## src/rtl/wokwi_tile_pkg.sv

```systemverilog
// Shared constants for the 7-segment up/down counter tile: segment table,
// count limits and ui_in field positions.
package wokwi_tile_pkg;

    localparam logic [3:0] DEC_MAX = 4'd9;
    localparam logic [3:0] HEX_MAX = 4'd15;

    localparam int unsigned UI_EN       = 0;
    localparam int unsigned UI_DIR      = 1;
    localparam int unsigned UI_LOAD     = 2;
    localparam int unsigned UI_MODE     = 3;
    localparam int unsigned UI_VAL_LSB  = 4;
    localparam int unsigned UI_VAL_MSB  = 7;

    // Active-high segments, bit0 = a .. bit6 = g; entry 15 listed first.
    localparam logic [15:0][6:0] SEG_TABLE = {
        7'h71, 7'h79, 7'h5E, 7'h39, 7'h7C, 7'h77, 7'h6F, 7'h7F,
        7'h07, 7'h7D, 7'h6D, 7'h66, 7'h4F, 7'h5B, 7'h06, 7'h3F
    };

endpackage

```

## src/rtl/seg7_decoder.sv

```systemverilog
// Combinational hex-digit to 7-segment decode (active-high, bit0 = a).
module seg7_decoder
    import wokwi_tile_pkg::*;
(
    input  logic [3:0] value_i,
    output logic [6:0] seg_o
);

    always_comb begin
        seg_o = SEG_TABLE[value_i];
    end

endmodule

```

## src/rtl/wokwi_395055341723330561_tile.sv

```systemverilog
// Decimal/hex up/down counter with parallel load, terminal-count pulse and
// 7-segment output. Define PRESCALER_EN to gate counting with a free-running prescaler.
module wokwi_395055341723330561_tile
    import wokwi_tile_pkg::*;
#(
    parameter int unsigned PRESCALE_BITS = 4
) (
    input  logic       clk,
    input  logic       rst_n,
    input  logic [7:0] ui_in,
    output logic [7:0] uo_out
);

    logic       en;
    logic       up;
    logic       load;
    logic       hex_mode;
    logic [3:0] load_val;
    logic [3:0] max_val;
    logic       step;

    logic [3:0] cnt_q, cnt_d;
    logic       tc_q, tc_d;
    logic [6:0] seg;

    assign en       = ui_in[UI_EN];
    assign up       = ui_in[UI_DIR];
    assign load     = ui_in[UI_LOAD];
    assign hex_mode = ui_in[UI_MODE];
    assign load_val = ui_in[UI_VAL_MSB:UI_VAL_LSB];
    assign max_val  = hex_mode ? HEX_MAX : DEC_MAX;

`ifdef PRESCALER_EN
    logic [PRESCALE_BITS-1:0] presc_q, presc_d;

    assign step = en && (&presc_q);

    always_comb begin
        presc_d = presc_q + 1'b1;
        if (load) begin
            presc_d = '0;
        end
    end

    always_ff @(posedge clk or negedge rst_n) begin
        if (!rst_n) begin
            presc_q <= '0;
        end else begin
            presc_q <= presc_d;
        end
    end
`else
    logic unused_prescale;

    assign unused_prescale = ^PRESCALE_BITS;
    assign step            = en;
`endif

    always_comb begin
        cnt_d = cnt_q;
        tc_d  = 1'b0;
        if (load) begin
            // Out-of-range decimal loads clamp to zero.
            cnt_d = (!hex_mode && (load_val > DEC_MAX)) ? 4'd0 : load_val;
        end else if (step) begin
            if (up) begin
                if (cnt_q == max_val) begin
                    cnt_d = 4'd0;
                    tc_d  = 1'b1;
                end else if (cnt_q > max_val) begin
                    cnt_d = 4'd0;
                end else begin
                    cnt_d = cnt_q + 4'd1;
                end
            end else begin
                if (cnt_q == 4'd0) begin
                    cnt_d = max_val;
                    tc_d  = 1'b1;
                end else if (cnt_q > max_val) begin
                    cnt_d = DEC_MAX;
                end else begin
                    cnt_d = cnt_q - 4'd1;
                end
            end
        end
    end

    always_ff @(posedge clk or negedge rst_n) begin
        if (!rst_n) begin
            cnt_q <= 4'd0;
            tc_q  <= 1'b0;
        end else begin
            cnt_q <= cnt_d;
            tc_q  <= tc_d;
        end
    end

    seg7_decoder u_seg7_decoder (
        .value_i (cnt_q),
        .seg_o   (seg)
    );

    assign uo_out = {tc_q, seg};

endmodule

```

## config.mk

```make
export PLATFORM = sky130hd
export DESIGN_NAME = wokwi_395055341723330561_tile
export DESIGN_NICKNAME = d
export VERILOG_FILES = /design/src/rtl/wokwi_tile_pkg.sv /design/src/rtl/seg7_decoder.sv /design/src/rtl/wokwi_395055341723330561_tile.sv
export SDC_FILE = /design/constraint.sdc
export NUM_CORES = 1
export LEC_CHECK = 0
export ABC_AREA = 1
export ABC_CLOCK_PERIOD_IN_PS = 2000
export CAP_MARGIN = 5
export CORE_UTILIZATION = 49
export CTS_CLUSTER_DIAMETER = 200
export DETAILED_ROUTE_END_ITERATION = 12
export PLACE_DENSITY = 0.78
export SLEW_MARGIN = 20
export SYNTH_ARGS = -nofsm -noshare
export SYNTH_HDL_FRONTEND = slang
export SYNTH_SLANG_ARGS = --single-unit
```

## constraint.sdc

```tcl
create_clock -name clk -period 2 [get_ports clk]
set_input_delay 0.2 -clock clk [delete_from_list [all_inputs] [get_ports clk]]
set_output_delay 0.2 -clock clk [all_outputs]
set_load 0.01 [all_outputs]
```

==> results of run 1 <==
cell type report:
type                       instances  area (um2)
inverter                          16        72.6
clock buffer                       4        26.3
fill                             143         502
sequential                         5         128
tap                               16        20.0
timing repair buffer              22         203
multi-input combinational         88         556
Yosys cell counts, drive strengths merged:
cell type  count  area [um2]
nand3          8        50.1
inv           16        72.6
buf            3        30.0
nor2          13        72.6
o21a           1        7.51
a21oi          7        46.3
xor2           2        17.5
nand2         31         140
o21ai          8        40.0
o21bai         1        7.51
a31oi          4        25.0
o211ai         1        7.51
dfrtp          5         125
ha            10         125
a22oi          1        7.51
o221ai         1        8.76
state kept, by name, summed over array words and instances, names as in the netlist:
name   count
tc_q       1
cnt_q      4
worst max-delay path by stage:
stage                     cells past startpoint  slack [ns]        end      from
final                                         8        0.16  uo_out[0]  cnt_q[0]
after global routing                          8        0.02  uo_out[0]  cnt_q[0]
after CTS                                     4        0.02  uo_out[2]  cnt_q[2]
after detailed placement                      8        0.12  uo_out[0]  cnt_q[0]
after global placement                        8        0.12  uo_out[0]  cnt_q[0]
after floorplan                              11        0.42   cnt_q[2]  cnt_q[0]
power groups by stage:
stage	Clock (mW)	Sequential (mW)	Combinational, mW
final	0.116	0.161	0.517
after global routing	0.129	0.164	0.586
after CTS	0.120	0.160	0.520
after detailed placement	0	0.160	0.548
after global placement	0	0.160	0.540
after floorplan	0	0.139	0.375
metrics by stage:
step	instances	setup WS [ns]	instance area, um2	hold slack [ns]
after CTS	151	0.0210	1000	0.180
after detailed placement	147	0.116	981	0.438
after floorplan	112	0.417	783	-0.0956
after global routing	151	0.0211	1000	0.183
final	151	0.163	1000	0.175
after global placement	147	0.120	981	0.431
cells by family after synthesis:
logic type | count (synthesis)
xor gates and xnor gates | 2
adders and majority gates | 10
DFF | 5
and+or+nand+nor | 52
buffers and inverters | 19
AOI/OAI and AO/OA | 24
layer usage:
metal	up-vias	GRT usage [%]
li1	409	-
met1	358	32.4
met2	20	36.3
met3	0	2.59
met4	0	3.87
met5	-	0
timing repair:
item                                    in CTS  in global routing
endpoints found under the setup margin       6                  1
hold endpoints to repair                     0                  0
gates resized for setup                      9                  3
pin swaps                                    0                  0
gates cloned                                 0                  0
critical path, cell delays in order, from the launching register on:
cell           delay (ns)
dfrtp_1              0.39
buf_4                0.17
ha_1                 0.21
inv_1                0.07
nor2_1               0.05
nor2_1               0.08
o21ai_0              0.08
o21ai_0              0.06
dlygate4sd2_1        0.28
==> out/results.tsv, run 1 <==
stage	metric	value	unit
global_route	Total GRT Usage	22.4	%
timing	Final period util	91.8	%
routing	vias	787	
timing	Tmin final	1.84	ns
pwr	combinational share of power	65.1	%
die	Die Wd	42.0	um
timing	final setup vio count	0	
timing	Slew Limit Fails	0	
finish	ANT cells	0	
synth	Synth Area in Compound Gates	19.2	%
synth	Post-Synth Adder-Cell Area	16.0	%
worst_setup_path	Setup crit end kind	primary output	
finish	share of layout cells above drive strength 1	21.5	%
worst_setup_path	CP required	1.80	ns
clock_tree	H-tree depth	1	
global_route	vias in the first global route	749	
run_status	status	complete, no violations	
synth	largest family of logic cells by synthesized area	simple AND/OR/NAND/NOR gates	
pwr	power share of the clock group	14.6	%
timing	Final Skew	0.00386	ns
routing	WL per Instance	11.4	um
place	IO Port Bufs	17	
die	core area	0.00151	mm2
clock_tree	CTS Buf Count	3	
die	Die Ht	42.0	um
worst_setup_path	CP startpoint kind	flop	
synth	yosys warns	0	
global_route	initial antenna violation count	0	
synth	sequential share of the synthesized area	16.0	%
die	num rows	14	
global_route	remaining global-route overflow	0	
place	post-DP HPWL	1420	um
routing	Met2 Wirelength	809	um
pwr	static leakage	0.518	nW
global_route	first-pass GRT wire length	3120	um
routing	DR top layer	met3	
die	Die Area	0.00176	mm2
routing	# DRC	0	
finish	area delta synth->final	28.3	%
routing	Antenna Nets Post-Route	0	
pwr	Net Sw Frac	46.2	%
worst_setup_path	reg-to-reg critical path endpoint	cnt_q[3]	
routing	metal3 WL	60	um
pwr	internal power	0.428	mW
pwr	Power, Total	0.794	mW
worst_setup_path	reg2reg start	cnt_q[2]	
synth	syn_nets	132	
synth	Unique masters post-synth	26	
pwr	Sw Pwr	0.367	mW
timing	highest clock rate	0.545	GHz
timing	setup tns final	0	ns
timing	Least-Margin Pin Slew	0.346	ns
timing	RSZ-0062 raised after global routing	no	
routing	first-iteration detailed-routing DRC count	25	
clock_tree	CTS sink cnt	5	
finish	most frequent cells in the layout	nand2_1 (27), inv_1 (10), ha_1 (10), clkdlybuf4s50_1 (10), nor2_1 (9)	
clock_tree	CTS tree	yes	
synth	Syn Area/Cell	6.99	um2
routing	Vias/cell	5.21	
synth	mux cell area share after synthesis	0	%
clock_tree	hold buffers post-CTS	0	
finish	nets	156	
finish	final core occ	66.7	%
min_path	worst hold-check path type	primary input to async pin	
die	Starting Density	52.0	%
pwr	Max IR drop VDD	295	uV
clock_tree	Post-CTS Setup Inserts	0	
timing	Fin. Hold Viols	0	
synth	xor/xnor share of the synthesized area	2.24	%
routing	drt pass-1 iters	4	
worst_setup_path	critical path arrival	1.64	ns
pwr	Power Density	791	mW/mm2
synth	Seq cells post-synth	5	
worst_setup_path	r2r setup slk	0.40	ns
worst_setup_path	CP max FO	8	
clock_tree	Worst-path clk slew	0.05	ns
synth	synthesized instance count	112	
timing	relative slew slack	76.9	%
worst_setup_path	Crit Path Class	flop to primary output	
place	placer congestion estimate	0.872	
finish	commonest non-fill, non-tap cell in the layout	nand2_1	
routing	wl on met1	851	um
synth	mapped cell area	783	um2
clock_tree	CTS Buffer Depth	2	
clock_tree	clk root buf	clkbuf_4	
synth	Post-Synth Simple-Gate Area	33.5	%
die	I/O pins	18	
routing	routed wire length	1720	um
global_route	largest net degree at the start of global routing	13	
job	max_cap viols	0	
clock_tree	later-pin clock latency in the skew report	0.24	ns
worst_setup_path	R2R cell count	10	
pwr	Seq pwr share	20.3	%
Power figures use the tool's default switching activity.
==> inputs of run 2 (changes only) <==
ABC_CLOCK_PERIOD_IN_PS = 1500   (was 2000)
CORE_UTILIZATION = 40   (was 49)
PLACE_DENSITY = 0.69   (was 0.78)
SYNTH_HIERARCHICAL = 1   (was default)
clock period = 1.5 ns   (was 2 ns; I/O delays follow)
==> out/results.tsv, run 2 <==
stage	metric	value	unit
die	Die Wd	46.5	um
synth	Post-synth ARST share	100	%
timing	Final Skew	0.00391	ns
clock_tree	hold buffers post-CTS	0	
timing	fin worst setup slack	-0.0959	ns
synth	syn_nets	156	
synth	Synth area leader	nand2_1	
clock_tree	CTS sink cnt	5	
worst_setup_path	CP required	1.66	ns
synth	synth cell count leaders	nand2_1 (57), inv_1 (19), ha_1 (11)	
finish	Largest regs	cnt_q x4, tc_q x1	
routing	vias	1025	
routing	# DRC	0	
synth	synthesized instance count	135	
worst_setup_path	CP max FO	5	
global_route	remaining global-route overflow	0	
clock_tree	clk root buf	clkbuf_4	
timing	Slew Limit Fails	0	
die	I/O pins	18	
place	placer congestion estimate	0.897	
routing	Antenna Nets Post-Route	0	
die	num rows	15	
clock_tree	Worst-path clk slew	0.05	ns
worst_setup_path	Setup crit end kind	flop	
synth	Syn Area/Cell	5.86	um2
place	Placed Cells incl. Taps	190	
finish	ANT cells	0	
routing	first-iteration detailed-routing DRC count	20	
place	IO Port Bufs	17	
worst_setup_path	critical path arrival	1.76	ns
timing	RSZ-0062 raised after global routing	yes	
finish	Largest register FFs	4	
synth	Unique masters post-synth	19	
routing	WL per Instance	12.9	um
routing	routed wire length	2610	um
worst_setup_path	cell mode on critical path	nand2_2	
timing	Final period util	106	%
worst_setup_path	Crit Path Class	flop to flop	
timing	Fin. Hold Viols	0	
die	Die Area	0.00216	mm2
clock_tree	CTS tree	yes	
timing	Least-Margin Pin Slew	0.305	ns
global_route	first-pass GRT wire length	3660	um
place	post-DP HPWL	1600	um
job	max_cap viols	0	
clock_tree	CTS Buffer Depth	2	
finish	area delta synth->final	76.3	%
routing	Vias/cell	5.07	
min_path	worst hold-check path type	primary input to async pin	
run_status	status	finished, violations left	
routing	drt pass-1 iters	4	
die	core area	0.00178	mm2
pwr	Max IR drop VDD	695	uV
finish	share of layout cells above drive strength 1	48.6	%
run_status	failing checks	setup timing	
clock_tree	later-pin clock latency in the skew report	0.24	ns
pwr	static leakage	0.700	nW
synth	Synth Flop Type	dfrtp_1	
die	Starting Density	44.4	%
timing	highest clock rate	0.627	GHz
worst_setup_path	delay-heaviest family, CP	simple AND/OR/NAND/NOR gates	
synth	dominant cell by count in the synthesized netlist	nand2_1	
global_route	initial antenna violation count	0	
timing	final setup vio count	10	
synth	yosys warns	6	
worst_setup_path	Worst setup startpoint	cnt_q[1]	
global_route	largest net degree at the start of global routing	9	
worst_setup_path	CP startpoint kind	flop	
synth	post-synth top area share	27.1	%
worst_setup_path	Crit path buffers/inverters	2	
timing	relative slew slack	79.6	%
synth	top cells by area, synth	nand2_1 (27%), ha_1 (17%), dfrtp_1 (16%)	
finish	commonest non-fill, non-tap cell in the layout	nand2_1	
synth	Seq cells post-synth	5	
global_route	vias in the first global route	957	
die	Die Ht	46.5	um
worst_setup_path	reg2reg start	cnt_q[1]	
worst_setup_path	Slowest-stage cell, CP	dfrtp_2	
clock_tree	H-tree depth	1	
worst_setup_path	crit path cell chain	buf_6, ha_4, nand2_2, inv_2, nand2_4, nand3_4, nand2_2, nand2_2, nand2_1, nand2_1, nand2_2, a21oi_2	
clock_tree	CTS Buf Count	3	
timing	hold_ws	0.128	ns
finish	most frequent cells in the layout	nand2_1 (42), buf_4 (16), nand2_2 (13)	
worst_setup_path	Largest stage delay, worst path	0.44	ns
synth	mapped cell area	791	um2
finish	nets	199	
synth	sequential share of the synthesized area	15.8	%
finish	final core occ	78.2	%
global_route	Total GRT Usage	23.5	%
finish	Most flops, register	cnt_q	
pwr	Power Density	1040	mW/mm2
synth	number of synthesized flops with an enable pin	0	
timing	Tmin final	1.60	ns
finish	final cell count without fillers	202	
[run 2: kinds of logic after synthesis]
logic type / share of synthesized area (%)
simple gates: 41.6
buf+inv: 11.9
compound gates: 11.1
fa+ha+maj: 17.4
flops: 15.8
xor+xnor: 2.22
[run 2: power breakdown]
| group | leakage, nW | total (mW) | switching [mW] | internal [mW] |
|---|---|---|---|---|
| registers | 0.0581 | 0.202 | 0.0421 | 0.160 |
| clock network | 0.0150 | 0.155 | 0.0547 | 0.101 |
| logic | 0.626 | 1.09 | 0.598 | 0.495 |
[run 2: layer usage]
| metal | global-route usage [%] | share of wire (%) | vias to the layer above |
|---|---|---|---|
| li1 | - | - | 509 |
| met1 | 25.8 | 41 | 478 |
| met2 | 44.7 | 55 | 30 |
| met3 | 3.14 | 2.4 | 8 |
| met4 | 8.24 | 2.3 | 0 |
| met5 | 0 | 0 | - |
[run 2: area by class of cell]
cell class                 instances  area [um2]
clock buffer                       4        26.3
fill                             121         389
inverter                          21        91.3
multi-input combinational        107         783
sequential                         5         129
tap                               25        31.3
timing repair buffer              40         333
[run 2: path summary, 6_finish.rpt]
check                           end  slack, ns  cells after the start
setup / recovery           cnt_q[1]       -0.1                     12
hold / removal             cnt_q[3]       0.13                      1
setup reg to reg           cnt_q[1]       -0.1                     12
hold reg to reg            cnt_q[1]       0.72                      3
max in group asynchronous  cnt_q[1]       1.17                      1
min in group clk               tc_q       0.53                      3
[run 2: what timing repair did]
action / 4_1_cts / 5_1_grt
endpoints found under the setup margin: 12 / 12
hold endpoints to repair: 0 / 0
resized for setup: 54 / 46
setup buffers: 7 / 2
pin swaps: 14 / 15
cloned: 0 / 0
[run 2: metrics by stage]
step | cell area (um2) | setup TNS [ns] | total power, mW | worst slack, ns
floorplan | 792 | 0 | 0.644 | 0.0514
global placement | 1090 | -2.01 | 0.977 | -0.246
detailed placement | 1090 | -2.42 | 0.990 | -0.287
CTS | 1210 | -0.278 | 1.20 | -0.0810
global route | 1390 | -1.23 | 1.56 | -0.203
finish | 1390 | -0.520 | 1.45 | -0.0959
